`src/rtl/note_scheduler_pkg.sv`:
```
// Shared definitions for note_scheduler: note word field layout, sys codes,
// FSM state encoding and the unpacked note record.
package note_scheduler_pkg;

    localparam int SYS_MSB   = 31;
    localparam int SYS_LSB   = 29;
    localparam int PITCH_MSB = 28;
    localparam int PITCH_LSB = 23;
    localparam int STR_MSB   = 22;
    localparam int STR_LSB   = 20;
    localparam int FRET_MSB  = 19;
    localparam int FRET_LSB  = 16;
    localparam int TIME_MSB  = 15;
    localparam int TIME_LSB  = 0;

    localparam logic [2:0] SYS_NOTE = 3'b000;
    localparam logic [2:0] SYS_END  = 3'b111;

    typedef enum logic [2:0] {
        ST_IDLE,
        ST_RD_ISSUE,
        ST_RD_WAIT,
        ST_EVAL,
        ST_PRESENT,
        ST_DONE
    } state_t;

    typedef struct packed {
        logic [5:0]  pitch;
        logic [2:0]  str;
        logic [3:0]  fret;
        logic [15:0] tm;
    } note_t;

    function automatic logic [2:0] word_sys(input logic [31:0] w);
        return w[SYS_MSB:SYS_LSB];
    endfunction

    function automatic note_t unpack_note(input logic [31:0] w);
        note_t n;
        n.pitch = w[PITCH_MSB:PITCH_LSB];
        n.str   = w[STR_MSB:STR_LSB];
        n.fret  = w[FRET_MSB:FRET_LSB];
        n.tm    = w[TIME_MSB:TIME_LSB];
        return n;
    endfunction

endpackage

```
`src/rtl/note_scheduler.sv`:
```
// Loads note words into the external BRAM and plays them out in address order,
// releasing each note once song time is within LOOKAHEAD ms of it.
// Optional: define NOTE_SCHED_MISS_EN to skip notes later than MISS_WINDOW ms.
module note_scheduler
    import note_scheduler_pkg::*;
#(
    parameter int          LOGSIZE     = 12,
    parameter logic [15:0] LOOKAHEAD   = 16'd2000,
    parameter logic [15:0] MISS_WINDOW = 16'd100
) (
    input  logic               clk,
    input  logic               reset_n,
    input  logic               clear,
    input  logic               write_en,
    input  logic [31:0]        write_word,
    input  logic               start,
    input  logic [15:0]        song_time,
    output logic [LOGSIZE-1:0] mem_addr,
    output logic               mem_we,
    output logic [31:0]        mem_din,
    input  logic [31:0]        mem_dout,
    output logic               note_valid,
    input  logic               note_ready,
    output logic [5:0]         note_pitch,
    output logic [2:0]         note_string,
    output logic [3:0]         note_fret,
    output logic [15:0]        note_time,
`ifdef NOTE_SCHED_MISS_EN
    output logic [LOGSIZE:0]   missed_count,
`endif
    output logic               loaded,
    output logic               busy,
    output logic               done,
    output logic               wr_err
);

    localparam logic [LOGSIZE-1:0] ADDR_MAX = '1;

    state_t             state;
    logic [LOGSIZE-1:0] wr_ptr;
    logic [LOGSIZE-1:0] rd_ptr;
    logic               wr_full;
    logic [31:0]        note_w;
    note_t              note;
    logic               wr_drop;
    logic               due;

    assign note        = unpack_note(note_w);
    assign note_pitch  = note.pitch;
    assign note_string = note.str;
    assign note_fret   = note.fret;
    assign note_time   = note.tm;

    // Once the song is terminated or the memory is full, further writes are dropped.
    assign wr_drop  = loaded || wr_full;
    assign mem_we   = write_en && (state == ST_IDLE) && !wr_drop;
    assign mem_din  = mem_we ? write_word : 32'd0;
    assign mem_addr = (state == ST_IDLE) ? wr_ptr : rd_ptr;

    // 17-bit compare so song_time + LOOKAHEAD cannot wrap.
    assign due = ({1'b0, note.tm} <= ({1'b0, song_time} + {1'b0, LOOKAHEAD}));

`ifdef NOTE_SCHED_MISS_EN
    logic late;
    assign late = ({1'b0, song_time} > ({1'b0, note.tm} + {1'b0, MISS_WINDOW}));
`endif

    always_ff @(posedge clk or negedge reset_n) begin
        if (!reset_n) begin
            state      <= ST_IDLE;
            wr_ptr     <= '0;
            rd_ptr     <= '0;
            wr_full    <= 1'b0;
            note_w     <= '0;
            note_valid <= 1'b0;
            loaded     <= 1'b0;
            busy       <= 1'b0;
            done       <= 1'b0;
            wr_err     <= 1'b0;
`ifdef NOTE_SCHED_MISS_EN
            missed_count <= '0;
`endif
        end else begin
            if (write_en && ((state != ST_IDLE) || wr_drop))
                wr_err <= 1'b1;

            if (mem_we) begin
                if (word_sys(write_word) == SYS_END)
                    loaded <= 1'b1;
                if (wr_ptr == ADDR_MAX)
                    wr_full <= 1'b1;
                else
                    wr_ptr <= wr_ptr + 1'b1;
            end

            case (state)
                ST_IDLE: begin
                    if (clear) begin
                        wr_ptr  <= '0;
                        wr_full <= 1'b0;
                        loaded  <= 1'b0;
                    end else if (start && loaded) begin
                        rd_ptr <= '0;
                        busy   <= 1'b1;
                        state  <= ST_RD_ISSUE;
`ifdef NOTE_SCHED_MISS_EN
                        missed_count <= '0;
`endif
                    end
                end

                ST_RD_ISSUE: state <= ST_RD_WAIT;

                ST_RD_WAIT: begin
                    note_w <= mem_dout;
                    state  <= ST_EVAL;
                end

                ST_EVAL: begin
                    // Any non-note sys code terminates the song.
                    if (word_sys(note_w) != SYS_NOTE) begin
                        busy  <= 1'b0;
                        done  <= 1'b1;
                        state <= ST_DONE;
                    end
`ifdef NOTE_SCHED_MISS_EN
                    else if (late) begin
                        missed_count <= missed_count + 1'b1;
                        if (rd_ptr == ADDR_MAX) begin
                            busy  <= 1'b0;
                            done  <= 1'b1;
                            state <= ST_DONE;
                        end else begin
                            rd_ptr <= rd_ptr + 1'b1;
                            state  <= ST_RD_ISSUE;
                        end
                    end
`endif
                    else if (due) begin
                        note_valid <= 1'b1;
                        state      <= ST_PRESENT;
                    end
                end

                ST_PRESENT: begin
                    if (note_ready) begin
                        note_valid <= 1'b0;
                        if (rd_ptr == ADDR_MAX) begin
                            busy  <= 1'b0;
                            done  <= 1'b1;
                            state <= ST_DONE;
                        end else begin
                            rd_ptr <= rd_ptr + 1'b1;
                            state  <= ST_RD_ISSUE;
                        end
                    end
                end

                ST_DONE: begin
                    if (clear) begin
                        done    <= 1'b0;
                        wr_ptr  <= '0;
                        wr_full <= 1'b0;
                        loaded  <= 1'b0;
                        state   <= ST_IDLE;
                    end else if (start) begin
                        done   <= 1'b0;
                        busy   <= 1'b1;
                        rd_ptr <= '0;
                        state  <= ST_RD_ISSUE;
`ifdef NOTE_SCHED_MISS_EN
                        missed_count <= '0;
`endif
                    end
                end

                default: state <= ST_IDLE;
            endcase
        end
    end

endmodule

```
`config.mk`:
```
export PLATFORM = sky130hd
export DESIGN_NAME = note_scheduler
export DESIGN_NICKNAME = d
export VERILOG_FILES = /design/src/rtl/note_scheduler_pkg.sv /design/src/rtl/note_scheduler.sv
export SDC_FILE = /design/constraint.sdc
export NUM_CORES = 1
export LEC_CHECK = 0
export ABC_AREA = 1
export ABC_CLOCK_PERIOD_IN_PS = 1700
export BUFFER_PORTS_ARGS = -buffer_cell sky130_fd_sc_hd__buf_2
export CORE_MARGIN = 3
export CORE_UTILIZATION = 46
export DETAILED_ROUTE_END_ITERATION = 16
export GPL_ROUTABILITY_DRIVEN = 0
export PLACE_DENSITY = 0.78
export SYNTH_ARGS = -nofsm -noshare
export SYNTH_HDL_FRONTEND = slang
export SYNTH_SLANG_ARGS = --single-unit
```
`constraint.sdc`:
```
create_clock -name clk -period 1.7 [get_ports clk]
set_input_delay 0.255 -clock clk [delete_from_list [all_inputs] [get_ports clk]]
set_output_delay 0.255 -clock clk [all_outputs]
set_load 0.02 [all_outputs]
```
# ---- After elaboration in Yosys (flattened, before gate mapping)
# Cells that the tools add are included.
dict set report op_classes {
  add_sub_neg 3
  magnitude_cmp 1
  eq_ne 20
  mux 48
  n_reduce_logical 20
}
# cell n
set ops {}
lappend ops {{$mux 12} 11}
lappend ops {{$pmux 12 s3} 1}
lappend ops {{$mux 32} 1}
lappend ops {{$add 12x1->12 const B} 2}
lappend ops {{$eq 12x12->1 const B} 2}
lappend ops {{$mux 3} 8}
lappend ops {{$mux 1} 23}
lappend ops {{$ne 2x2->1 const B} 9}
lappend ops {{$pmux 3 s6} 1}
lappend ops {{$add 16x11->17 const B} 1}
lappend ops {{$le 16x17->1} 1}
lappend ops {{$reduce_bool 3->1} 4}
lappend ops {{$reduce_and 5->1} 2}
lappend ops {{$eq 3x3->1 const B} 3}
lappend ops {{$reduce_and 8->1} 1}
lappend ops {{$reduce_and 7->1} 1}
lappend ops {{$eq 3x2->1 const B} 2}
lappend ops {{$ne 3x3->1 const B} 2}
lappend ops {{$logic_and 1x1->1} 4}
lappend ops {{$pmux 1 s4} 1}
lappend ops {{$reduce_and 4->1} 1}
lappend ops {{$reduce_bool 4->1} 1}
lappend ops {{$eq 3x1->1 const B} 1}
lappend ops {{$logic_not 3->1} 1}
lappend ops {{7 further kinds} 8}
dict set report word_totals {
  ff_bits 65
  inputBits 86
  output_inout_bits 79
}

# ---- Depth between registers and ports, before layout
# Gate-level depths: netlist of run 1.
dict set report logic_depth {
  ltp_word 6
  ltp_mapped 18
  ltp_nobuf 18
}

# ---- Worst setup path before layout of run 1
# Ideal clock, no wire load.
dict set report synth_timing {
  path_kind {in2reg}
  from {in song_time[4]}
  to {reg state[2]}
  setup_time_ns 0.128
  arrival_ns 2.015
  t_required_ns 1.572
  setup_slack_ns -0.443
  path_stages 15
  n_path_buf 0
  path_cell_list {a21oi_1 > nand2_1 > nor3_1 > nor2_1 > xor2_1 > inv_1 > ha_1 > nand2_1 > nor2_1 > and3_1 > nand2_1 > nand2_1 > nand3_1 > nand3_1 > nand3_1}
}
dict set report synth_via {
  elab_chain_cells 4
}
# element line_no
set synth_rtl {}
lappend synth_rtl {{start: declaration} note_scheduler.sv:17} ;# input logic [15:0] song_time,
lappend synth_rtl {{$add 16x11->17} note_scheduler.sv:61} ;# assign due = ({1'b0, note.tm} <= ({1'b0, song_time} + {1'b0, LOOKAHEAD}));
lappend synth_rtl {{$le 16x17->1} note_scheduler.sv:61}
lappend synth_rtl {{$ne 3x3->1 (no line)} --}
lappend synth_rtl {{$reduce_and 5->1 (no line)} --}
lappend synth_rtl {{end signal: assignment} note_scheduler.sv:70} ;# state <= ST_IDLE;
lappend synth_rtl {{end signal: assignment} note_scheduler.sv:105} ;# state <= ST_RD_ISSUE;
lappend synth_rtl {{end signal: assignment} note_scheduler.sv:112} ;# ST_RD_ISSUE: state <= ST_RD_WAIT;
lappend synth_rtl {{end: declaration} note_scheduler.sv:39} ;# state_t state;
# No other way between the ends.
# A chain may end at the register's enable or synchronous reset.

# ---- Worst setup path after layout of run 1
dict set report layout_timing {
  from {in song_time[5]}
  to {reg note_valid}
}
dict set report layout_via {
  elab_chain_cells 4
}
# element line_no
set layout_rtl {}
lappend layout_rtl {{$add 16x11->17} note_scheduler.sv:61}
lappend layout_rtl {{$le 16x17->1} note_scheduler.sv:61}
lappend layout_rtl {{$ne 2x2->1 (no line)} --}
lappend layout_rtl {{$reduce_and 4->1 (no line)} --}
lappend layout_rtl {{end signal: assignment} note_scheduler.sv:75} ;# note_valid <= 1'b0;
lappend layout_rtl {{end signal: assignment} note_scheduler.sv:140} ;# note_valid <= 1'b1;
lappend layout_rtl {{end signal: assignment} note_scheduler.sv:147} ;# note_valid <= 1'b0;
lappend layout_rtl {{end: declaration} note_scheduler.sv:22} ;# output logic note_valid,
# No other way between the ends.

==> summary.txt, run 1 <==
Status
  – Outcome: finished with violations
  – Violated checks: setup timing

Die
  – Die Span X: between 100 and 150 um
  – Core ar.: roughly 9400 um2
  – Initial Utilization: a little under half
  – FP Rows: 35
  – Ports: approximately 170
  – Die Span Y: approximately 100 um
  – Die area: approximately 11000 um2

Synthesis
  – Post-synthesis average cell area: just over 7 um2
  – YS warnings: 0
  – Seq/Total Area, Yosys: a little over a third
  – Post-synth EDFFs: 0
  – Post-Syn Area: 4490 um2
  – Share of the synthesized area in the top cell type: between 30% and 40%
  – Post-synth top flop: dfrtp_1
  – Synth async-reset ratio: 100%
  – Syn Inst Count: about 630
  – Count leader, synth: nand2_1
  – Synth top area cells: dfrtp_1 36%, nand2_1 16%, nor2_1 6.6%, inv_1 6.5%, ha_1 5.3%
  – Area leader, netlist: dfrtp_1
  – Synth cell count leaders: 192 x nand2_1, 79 x nor2_1, 78 x inv_1, 65 x dfrtp_1, 30 x buf_4
  – Number of distinct library cells after synthesis: between 40 and 50
  – Synth Register Bits: 65
  – Synthesized Nets: ~730

Layout
  – Share of layout cells above drive strength 1: ~50%
  – Register area: between 1500 and 2000 um2
  – Area of the multi-input gates: around 3000 um2
  – Synth-to-layout area growth: 64.2%
  – Antenna cells: 0
  – Fillers: 561
  – Post-Layout Inst Area: 7370 um2
  – Nets@finish: 947
  – Final Util: roughly four fifths

Worst setup path
  – Kind of critical path: input port to flip-flop
  – Startpoint types: input port
  – Worst path slowest cell: ha_4
  – Slowest stage delay, CP: 0.29 ns
  – Crit path max fanout: 3
  – Critical Path RT: 1.94 ns
  – Arrival time at the worst endpoint: around 2.4 ns
  – Worst Setup End Kind: flip-flop
  – Cell Chain, Critical Path: buf_8, a21oi_4, nand2_2, nor3_4, nor2_1, xor2_1, inv_1, ha_4, nand2_4, nor2_4, nand4_1, nor2_1, a21oi_2, nand3_2, nand3_2, nand2_1, nand2_1
  – Reg-to-reg slack, setup: -0.25 ns

Timing
  – Slew HR: 71.1%
  – Worst-Margin Slew: ~0.43 ns
  – Slew Viols, Final: 0
  – FMAX: around 470 MHz
  – Hold Fails Final Rpt: 0
  – Final cycle utilization of the critical path: 126%
  – # setup viols final: around 70
  – Worst Skew: roughly 0.014 ns
  – Min Tclk post-route: about 2.1 ns
  – Setup WS post-layout: -0.448 ns
  – Fin Hold WS: roughly 0.098 ns
  – RSZ-0062 raised after global routing: true

Job
  – Max Cap Viol: 0

Pwr
  – Pint: 5.99 mW
  – P_sw: 5.57 mW
  – Leak: between 3 and 4 nW
  – Switching Share: 48.2%
  – Combinational fraction of design power: approximately 64%
  – Clock group share of total power: 14.5%
  – Peak supply drop: between 1 and 1.5 mV
  – Share of total power in sequential cells: 21.8%
  – Pwr dens: about 1600 nW/um2
  – Design Power: about 12 mW

GRT
  – First-pass GRT wire length: 22800 um
  – Vias in the first global route: 4782
  – Total GRT Usage: between 20% and 30%
  – GRT Residual Overflow: 0
  – Initial antenna violation count: 0
  – Largest net degree at the start of global routing: 66

Routing
  – Vias per inst: ~5.4
  – Wire length per cell: 18.1 um
  – Iteration-0 DRC Markers: 421
  – Remaining DRCs: 0
  – Routed vias: between 5k and 6k
  – Routed Antenna Nets: 0
  – Drt total wl: about 18000 um
  – Pre-antenna DRT Iters: 5

Clocking
  – Root Driver: clkbuf_8
  – CTS sink count: 65
  – TritonCTS Buffers: 9
  – Clk buf depth: 2
  – Worst-Skew Late Latency: 0.35 ns
  – CTS tree: yes
  – Htree depth: 3
  – Clk pin slew, worst setup/hold paths: about 0.080 ns

Placement
  – Cell Area, Placed: about 5900 um2
  – Port bufs: roughly 160
  – HPWL Detailed: 9570 um

Min path
  – Tightest Hold Check Type: input port to flip-flop
flip-flops by register name, summed over array words and instances (netlist names):
signal      cells
wr_ptr         12
wr_full         1
state           3
done            1
loaded          1
wr_err          1
busy            1
note_valid      1
rd_ptr         12
note_w         32
area by class of cell:
class | instances | area share (%)
tap | 129 | 2.19
inverter | 86 | 4.91
clock inverter | 7 | 1.61
timing repair inverter | 1 | 0.153
multi-input combinational | 433 | 41.3
clock buffer | 9 | 1.68
timing repair buffer | 246 | 26.1
sequential | 65 | 22.1
critical path: cells and delay by family:
kind / cells / cell delay, ns
AND/OR/NAND/NOR: 11 / 1.15
adder cells (fa/ha/maj): 1 / 0.29
AO/OA/AOI/OAI: 2 / 0.25
buffers and inverters: 2 / 0.24
XOR/XNOR: 1 / 0.20
routing by layer:
layer	track usage, %	routed length (um)
met5	0	0
met1	30.1	6390
met3	5.87	1480
met4	10.0	1200
met2	44.2	8600
per-stage QoR:
step / std cells / worst slack (ns) / setup TNS [ns]
2_1_floorplan: 629 / -0.275 / -1.10
3_3_place_gp: 930 / -0.477 / -1.89
3_5_place_dp: 930 / -0.619 / -3.53
4_1_cts: 958 / -0.261 / -9.51
5_1_grt: 976 / -0.467 / -20.40
6_report: 976 / -0.448 / -15.62
timing repair:
action | 4_1_cts | 5_1_grt
pin swaps | 29 | 38
hold endpoints to repair | 65 | 0
resized for setup | 135 | 142
endpoints found under the setup margin | 55 | 75
buffers inserted | 9 | 16
hold buffers | 1 | 0
cloned | 2 | 3
kinds of logic (layout without fill, tap and decap cells):
kind of cell             after synthesis  after routing  synth area share (%)
buffers and inverters                131            349                  14.3
XOR/XNOR                              22             22                  4.29
AO/OA/AOI/OAI                         57             57                  7.36
flip-flops                            65             65                  36.2
adder cells (fa/ha/maj)               19             19                  5.30
AND/OR/NAND/NOR                      335            335                  32.5
power groups by stage:
| stage | Clock (mW) | Sequential (mW) | Combinational [mW] |
|---|---|---|---|
| finish | 1.68 | 2.52 | 7.35 |
| global route | 1.76 | 2.58 | 7.85 |
| CTS | 1.65 | 2.50 | 5.80 |
| detailed placement | 0 | 2.52 | 5.07 |
| global placement | 0 | 2.50 | 4.89 |
| floorplan | 0 | 2.47 | 3.91 |
layout by cell type (no fill, tap or decap), drive strengths merged, types with 2 or more instances in the layout:
| master | Yosys | routed |
|---|---|---|
| a21oi | 16 | 16 |
| buf | 33 | 243 |
| bufinv | 0 | 3 |
| clkbuf | 12 | 11 |
| clkinv | 1 | 5 |
| clkinvlp | 0 | 3 |
| dfrtp | 65 | 65 |
| ha | 19 | 19 |
| inv | 85 | 83 |
| nand2 | 200 | 200 |
| nand3 | 28 | 28 |
| nand3b | 3 | 3 |
| nand4 | 5 | 5 |
| nor2 | 85 | 85 |
| nor3 | 10 | 10 |
| nor4 | 2 | 2 |
| o21ai | 34 | 34 |
| xnor2 | 3 | 3 |
| xor2 | 19 | 19 |
final timing paths:
kind,end,from,cells past startpoint
setup reg to reg,rd_ptr[0],state[0],12
setup / recovery,note_valid,song_time[5],17
min in group asynchronous,wr_ptr[6],reset_n,3
hold / removal,note_w[25],mem_dout[25],3
hold reg to reg,note_w[29],note_w[29],2
max in group asynchronous,state[2],reset_n,3
Note: power is estimated with default switching activity, not from simulation.
==> run 2, diff against run 1 <==
Settings changed: ABC_AREA 1 to 0, CORE_UTILIZATION 46 to 45.
==> run 2 against run 1 <==
  * The flow still finishes with violations (setup timing)
  * Clock power shrank 18%
  * First-iteration DRC count shrank 61%
  * Non-clock buffer count grew 31
  * Combinational power shrank 2%
  * Register-to-register slack lost 0.21 ns
  * Synthesized cell count shrank 33%
  * Total power shrank 5.1%
==> summary.txt, run 2 <==
Synthesis
  – Post-synth top flop: dfrtp_1 (unchanged)
  – Synth Area in Adders: 5.72% (was 5.30%)
  – Synthesized Nets: 525 (was 734)
  – Post-synth EDFFs: 0 (unchanged)
  – Synth Register Bits: 65 (unchanged)
  – Post-synthesis average cell area: 9.89 um2 (was 7.14 um2)
  – Post-Synth Simple-Gate Area: 20.3% (was 32.5%)
  – Number of distinct library cells after synthesis: 53 (was 42)
  – Largest family of logic cells by synthesized area: simple AND/OR/NAND/NOR gates (unchanged)
  – Area leader, netlist: dfrtp_1 (unchanged)
  – Count leader, synth: dfrtp_1 (was nand2_1)
  – Seq/Total Area, Yosys: 39.2% (was 36.2%)
  – Post-Syn Area: 4150 um2 (was 4490 um2)
  – YS warnings: 0 (unchanged)
  – Compound-gate portion of the synthesized area: 8.98% (was 7.36%)
  – Share of the synthesized area in the top cell type: 39.2% (was 36.2%)
  – Syn Inst Count: 420 (was 629)
  – Synth async-reset ratio: 100% (unchanged)
  – Synth top area cells: dfrtp_1 39%, mux2_2 11%, ha_1 5.7%, buf_4 5.2%, and2_1 5.1% (was dfrtp_1 36%, nand2_1 16%, nor2_1 6.6%, inv_1 6.5%, ha_1 5.3%)
  – Mux contribution to synthesized area: 12.1% (was 0%)
  – Xor and xnor area share after synthesis: 5.48% (was 4.29%)
  – Synth cell count leaders: 65 x dfrtp_1, 42 x mux2_2, 34 x and2_1, 31 x nor2_1, 29 x buf_4 (was 192 x nand2_1, 79 x nor2_1, 78 x inv_1, 65 x dfrtp_1, 30 x buf_4)

Placement
  – Cell Area, Placed: 5540 um2 (was 5870 um2)
  – Port bufs: 164 (unchanged)
  – HPWL Detailed: 9270 um (was 9570 um)
  – Dpl ws: -1.16 ns (was -0.619 ns)
  – Placed insts: 719 (was 930)

Timing
  – # setup viols final: 109 (was 71)
  – Slew HR: 56.5% (was 71.1%)
  – FMAX: 401 MHz (was 466 MHz)
  – Setup WS post-layout: -0.794 ns (was -0.448 ns)
  – Hold Fails Final Rpt: 0 (unchanged)
  – RSZ-0062 raised after global routing: true (unchanged)
  – Worst Skew: 0.0140 ns (was 0.0138 ns)
  – Slew Viols, Final: 0 (unchanged)
  – Fin Hold WS: 0.143 ns (was 0.0984 ns)
  – Worst-Margin Slew: 0.652 ns (was 0.429 ns)
  – Setup TNS: -36.03 ns (was -15.62 ns)
  – Final cycle utilization of the critical path: 147% (was 126%)
  – Min Tclk post-route: 2.49 ns (was 2.15 ns)

Worst setup path
  – R2R cell count: 11 (was 12)
  – Startpoint types: input port (unchanged)
  – Worst Setup End Kind: flip-flop (unchanged)
  – Worst path slowest cell: or4_4 (was ha_4)
  – Most used cell, CP: nand4_1
  – Kind of critical path: input port to flip-flop (unchanged)
  – Critical Path RT: 1.92 ns (was 1.94 ns)
  – Cell Chain, Critical Path: buf_6, or4_4, or3_4, nand4_1, xor2_1, ha_1, nand4_1, o221ai_2, a21oi_2, o31ai_2, nand4_2, o2bb2ai_1 (was buf_8, a21oi_4, nand2_2, nor3_4, nor2_1, xor2_1, inv_1, ha_4, nand2_4, nor2_4, nand4_1, nor2_1, a21oi_2, nand3_2, nand3_2, nand2_1, nand2_1)
  – Slowest stage delay, CP: 0.54 ns (was 0.29 ns)
  – Crit path max fanout: 3 (unchanged)
  – Arrival time at the worst endpoint: 2.72 ns (was 2.39 ns)

Routing
  – Pre-antenna DRT Iters: 5 (unchanged)
  – Routed vias: 4333 (was 5234)
  – Routed Antenna Nets: 0 (unchanged)
  – Remaining DRCs: 0 (unchanged)
  – Drt total wl: 15900 um (was 17700 um)
  – Iteration-0 DRC Markers: 166 (was 421)
  – Wire length per cell: 20.5 um (was 18.1 um)
  – Vias per inst: 5.58 (was 5.36)

Die
  – Die area: 10400 um2 (was 11000 um2)
  – Die Span Y: 102 um (was 105 um)
  – Initial Utilization: 46.9% (was 47.9%)
  – Ports: 165 (unchanged)
  – Die Span X: 102 um (was 105 um)
  – Core ar.: 8850 um2 (was 9370 um2)
  – FP Rows: 34 (was 35)

Clocking
  – CTS sink count: 65 (unchanged)
  – Root Driver: clkbuf_8 (unchanged)
  – TritonCTS Buffers: 9 (unchanged)
  – Htree depth: 3 (unchanged)
  – Clk buf depth: 2 (unchanged)
  – Clk pin slew, worst setup/hold paths: 0.07 ns (was 0.08 ns)
  – CTS tree: yes (unchanged)
  – Worst-Skew Late Latency: 0.35 ns (about the same)

GRT
  – GRT Residual Overflow: 0 (unchanged)
  – Vias in the first global route: 4432 (was 4782)
  – First-pass GRT wire length: 21500 um (was 22800 um)
  – Largest net degree at the start of global routing: 24 (was 66)
  – Total GRT Usage: 26.8% (was 25.4%)
  – Initial antenna violation count: 1 (was 0)

Layout
  – Commonest non-fill, non-tap cell in the layout: buf_2 (was nand2_1)
  – Top Registers: note_w (32), rd_ptr (12), wr_ptr (12) (unchanged)
  – Share of layout cells above drive strength 1: 65.4% (was 49.9%)
  – Post-Layout Inst Area: 7110 um2 (was 7370 um2)
  – Final Util: 80.4% (was 78.7%)
  – Max reg flops: 32 (unchanged)
  – Synth-to-layout area growth: 71.2% (was 64.2%)
  – Most frequent cells in the layout: 118 x buf_2, 79 x buf_6, 64 x dfrtp_1, 63 x buf_4, 42 x mux2_4 (was 151 x nand2_1, 116 x buf_2, 74 x inv_1, 65 x buf_4, 63 x dfrtp_1)
  – Largest Register: note_w (unchanged)
  – Nets@finish: 768 (was 947)
  – Fillers: 525 (was 561)
  – Layout Cells excl Fill: 777 (was 976)

Pwr
  – Peak supply drop: 1.03 mV (was 1.32 mV)
  – Design Power: 11.0 mW (was 11.6 mW)
  – Pwr dens: 1540 nW/um2 (was 1570 nW/um2)
  – Leak: 3.56 nW (was 3.85 nW)

Min path
  – Hold Path Depth: 2 (was 3)
  – Tightest Hold Check Type: input port to flip-flop (unchanged)

Status
  – Outcome: finished with violations (unchanged)
  – Violated checks: setup timing (unchanged)

Job
  – Max Cap Viol: 0 (unchanged)
==> run 2: logic make-up (layout without fill, tap and decap cells) <==
family / Yosys count / in the layout
and+or+nand+nor: 153 / 153
buffers and inverters: 57 / 305
adders and majority gates: 19 / 19
AOI/OAI and AO/OA: 55 / 55
DFF: 65 / 65
muxes: 45 / 45
xor gates and xnor gates: 26 / 26
other: 0 / 1
==> run 2: final cells by class <==
| type | instances | area [um2] | area share [%] |
|---|---|---|---|
| diodes | 1 | 2.50 | 0.0352 |
| well taps | 108 | 135 | 1.90 |
| clock inverters | 6 | 65.1 | 0.915 |
| multi-input cells | 298 | 2810 | 39.5 |
| repair buffers | 277 | 2280 | 32.1 |
| clock buffers | 10 | 138 | 1.93 |
| flip-flops and latches | 65 | 1630 | 22.9 |
| inverters | 12 | 50.0 | 0.704 |
==> run 2: power breakdown <==
group | switching [mW] | internal (mW)
Combinational | 3.39 | 3.78
Sequential | 0.368 | 2.05
Clock | 0.648 | 0.723
Total | 4.40 | 6.56
==> run 2: path summary, 6_finish.rpt <==
kind / start / to / slack (ns)
max reg2reg: state[2] / rd_ptr[7] / -0.46
min in group asynchronous: reset_n / wr_ptr[4] / 0.47
min: mem_dout[26] / note_w[26] / 0.14
max: song_time[6] / state[2] / -0.79
min reg2reg: note_valid / note_valid / 0.49
max in group asynchronous: reset_n / note_w[8] / 0.66
==> run 2: per-layer routing <==
layer | routed length (um) | part of all wire (%) | vias to the layer above | GRT usage [%]
li1 | - | - | 1930 | -
met5 | 0 | 0 | - | 0
met4 | 836 | 5.2 | 0 | 10.7
met3 | 1190 | 7.5 | 71 | 7.24
met1 | 5530 | 35 | 2088 | 26.7
met2 | 8390 | 53 | 244 | 52.0
==> run 2: timing repair <==
action,CTS,global route
hold buffers,1,0
buffers inserted,22,21
gates resized for setup,181,111
gates cloned,6,2
endpoints found under the setup margin,97,107
pin swaps,31,52
endpoints found under the hold margin,21,0
==> run 2: critical path, delay by kind of cell <==
family	cells	cell delay, ns
AND/OR/NAND/NOR	5	1.35
XOR/XNOR	1	0.10
buffers and inverters	1	0.09
adder cells (fa/ha/maj)	1	0.33
AO/OA/AOI/OAI	4	0.59
==> run 3, diff against run 2 <==
Settings changed: ABC_CLOCK_PERIOD_IN_PS 1700 to 2870, CORE_UTILIZATION 45 to 53, PLACE_DENSITY 0.78 to 0.86, SKIP_CTS_REPAIR_TIMING set to 1.
Clock period 1.7 ns to 2.87 ns, I/O delays scaled along.
==> run 3 against run 2 <==
  * Global-route usage shrank 3.7 points
  * Final area shrank 28%
  * Register-to-register slack gained 1.1 ns
  * Critical path type unchanged
  * Clock skew grew 0.0011 ns
  * Setup slack gained 0.87 ns
  * Critical path depth is the same
  * Wire length shrank 35%
  * Highest routed layer unchanged
  * Sequential power shrank 38%
  * Non-clock buffer count shrank 99
  * Core utilization shrank 11 points
  * The run now ends clean
==> summary.txt, run 3 (synthesis results as in run 2) <==
Status
  – Outcome: completed (was finished with violations)

GRT
  – Total GRT Usage: 23.1% (was 26.8%)
  – Vias in the first global route: 3574 (was 4432)
  – Largest net degree at the start of global routing: 66 (was 24)
  – Initial antenna violation count: 0 (was 1)
  – GRT Residual Overflow: 0 (unchanged)
  – First-pass GRT wire length: 16300 um (was 21500 um)

Placement
  – Dpl ws: -0.222 ns (was -1.16 ns)
  – HPWL Detailed: 7870 um (was 9270 um)
  – Placed insts: 652 (was 719)
  – Port bufs: 164 (unchanged)

Clocking
  – TritonCTS Buffers: 9 (unchanged)
  – CTS tree: yes (unchanged)
  – Htree depth: 3 (unchanged)
  – CTS sink count: 65 (unchanged)
  – Clk pin slew, worst setup/hold paths: 0.07 ns (about the same)
  – Worst-Skew Late Latency: 0.34 ns (was 0.35 ns)
  – Clk buf depth: 2 (unchanged)
  – Root Driver: clkbuf_8 (unchanged)

Pwr
  – Peak supply drop: 0.437 mV (was 1.03 mV)
  – Leak: 2.57 nW (was 3.56 nW)
  – Pwr dens: 883 nW/um2 (was 1540 nW/um2)

Timing
  – Worst-Margin Slew: 0.811 ns (was 0.652 ns)
  – RSZ-0062 raised after global routing: false (was true)
  – FMAX: roughly 360 MHz
  – Worst Skew: 0.0150 ns (was 0.0140 ns)
  – Slew Viols, Final: 0 (unchanged)
  – Min Tclk post-route: ~2.8 ns
  – Final cycle utilization of the critical path: roughly 97%
  – Slew HR: 45.9% (was 56.5%)
  – # setup viols final: 0 (was 109)
  – Hold Fails Final Rpt: 0 (unchanged)
  – Setup WS post-layout: 0.0761 ns (was -0.794 ns)

Min path
  – Tightest Hold Check Type: input port to asynchronous set/reset pin (was input port to flip-flop)

Die
  – Core ar.: 7410 um2 (was 8850 um2)
  – FP Rows: 31 (was 34)
  – Die Span Y: 94.5 um (was 102 um)
  – Die Span X: 94.5 um (was 102 um)
  – Die area: 8940 um2 (was 10400 um2)
  – Ports: 165 (unchanged)
  – Initial Utilization: 56.1% (was 46.9%)

Worst setup path
  – Arrival time at the worst endpoint: 3.01 ns (was 2.72 ns)
  – Critical Path RT: 3.09 ns (was 1.92 ns)
  – Kind of critical path: input port to flip-flop (unchanged)
  – Startpoint types: input port (unchanged)
  – Cell Chain, Critical Path: buf_2, or4_4, a211o_4, and3_4, xnor2_2, ha_1, nand4_1, buf_4, o31ai_2, buf_4, nand4_4, o2bb2ai_2 (was buf_6, or4_4, or3_4, nand4_1, xor2_1, ha_1, nand4_1, o221ai_2, a21oi_2, o31ai_2, nand4_2, o2bb2ai_1)
  – Slowest stage delay, CP: 0.54 ns (about the same)
  – Worst Setup End Kind: flip-flop (unchanged)
  – Most used cell, CP: buf_4 (was nand4_1)
  – Crit path max fanout: 3 (unchanged)
  – Worst path slowest cell: or4_4 (unchanged)

Routing
  – Drt total wl: 10400 um (was 15900 um)
  – Remaining DRCs: 0 (unchanged)
  – Wire length per cell: 15.6 um (was 20.5 um)
  – Routed vias: 3643 (was 4333)
  – Routed Antenna Nets: 0 (unchanged)
  – Vias per inst: 5.45 (was 5.58)
  – Pre-antenna DRT Iters: 4 (was 5)
  – Iteration-0 DRC Markers: 139 (was 166)

Layout
  – Layout Cells excl Fill: 668 (was 777)
  – Synth-to-layout area growth: 24.0% (was 71.2%)
  – Largest Register: note_w (unchanged)
  – Nets@finish: 669 (was 768)
  – Top Registers: note_w (32), rd_ptr (12), wr_ptr (12) (unchanged)
  – Antenna cells: 0 (was 1)
  – Share of layout cells above drive strength 1: 45.2% (was 65.4%)
  – Commonest non-fill, non-tap cell in the layout: buf_2 (unchanged)
  – Max reg flops: 32 (unchanged)
  – Most frequent cells in the layout: 164 x buf_2, 65 x dfrtp_1, 42 x mux2_2, 34 x and2_1, 31 x nor2_1 (was 118 x buf_2, 79 x buf_6, 64 x dfrtp_1, 63 x buf_4, 42 x mux2_4)
  – Final Util: 69.5% (was 80.4%)

Job
  – Max Cap Viol: 0 (unchanged)
## run 3: through the flow
step | total power [mW] | setup TNS (ns) | hold slack, ns | instance area [um2]
finish | 4.55 | 0 | 0.264 | 5150
global route | 4.84 | 0 | 0.307 | 5150
CTS | 4.52 | 0 | 0.294 | 5100
detailed placement | 3.76 | -0.607 | 0.447 | 4910
global placement | 3.65 | -0.399 | 0.443 | 4910
floorplan | 3.32 | 0 | 0.135 | 4150
## run 3: area by class of cell
| cell class | instances | area, um2 |
|---|---|---|
| inverters | 12 | 45.0 |
| multi-input cells | 298 | 2240 |
| flip-flops and latches | 65 | 1630 |
| clock buffers | 10 | 128 |
| well taps | 99 | 124 |
| repair buffers | 178 | 926 |
| fillers | 585 | 2260 |
| clock inverters | 6 | 58.8 |
## run 3: layer usage
| layer | part of all wire (%) | vias to the layer above | global-route usage (%) |
|---|---|---|---|
| li1 | - | 1727 | - |
| met4 | 2.1 | 0 | 9.01 |
| met5 | 0 | - | 0 |
| met2 | 52 | 164 | 43.6 |
| met3 | 6.0 | 17 | 3.27 |
| met1 | 40 | 1735 | 26.2 |
## run 3: power by group
group          total (mW)  internal, mW  switching, mW
clock               0.746         0.397          0.349
combinational        2.31         0.995           1.32
sequential           1.49          1.21          0.276
## run 3: worst paths after layout
path                                    to  cells after the start  slack, ns          from
worst max-delay path              state[2]                     12       0.08  song_time[8]
worst min-delay path             note_w[2]                      2       0.26       reset_n
worst max register to register  rd_ptr[10]                      7       0.62      state[2]
worst min register to register      wr_err                      1       0.46        wr_err
max in group asynchronous        note_w[9]                      2       2.07       reset_n
min in group clk                    wr_err                      2       0.32      write_en
## run 3: critical path: cells and delay by family
| family | cells | cell delay, ns |
|---|---|---|
| AOI/OAI and AO/OA | 3 | 0.69 |
| xor gates and xnor gates | 1 | 0.13 |
| adders and majority gates | 1 | 0.31 |
| buffers and inverters | 3 | 0.46 |
| and+or+nand+nor | 4 | 0.99 |
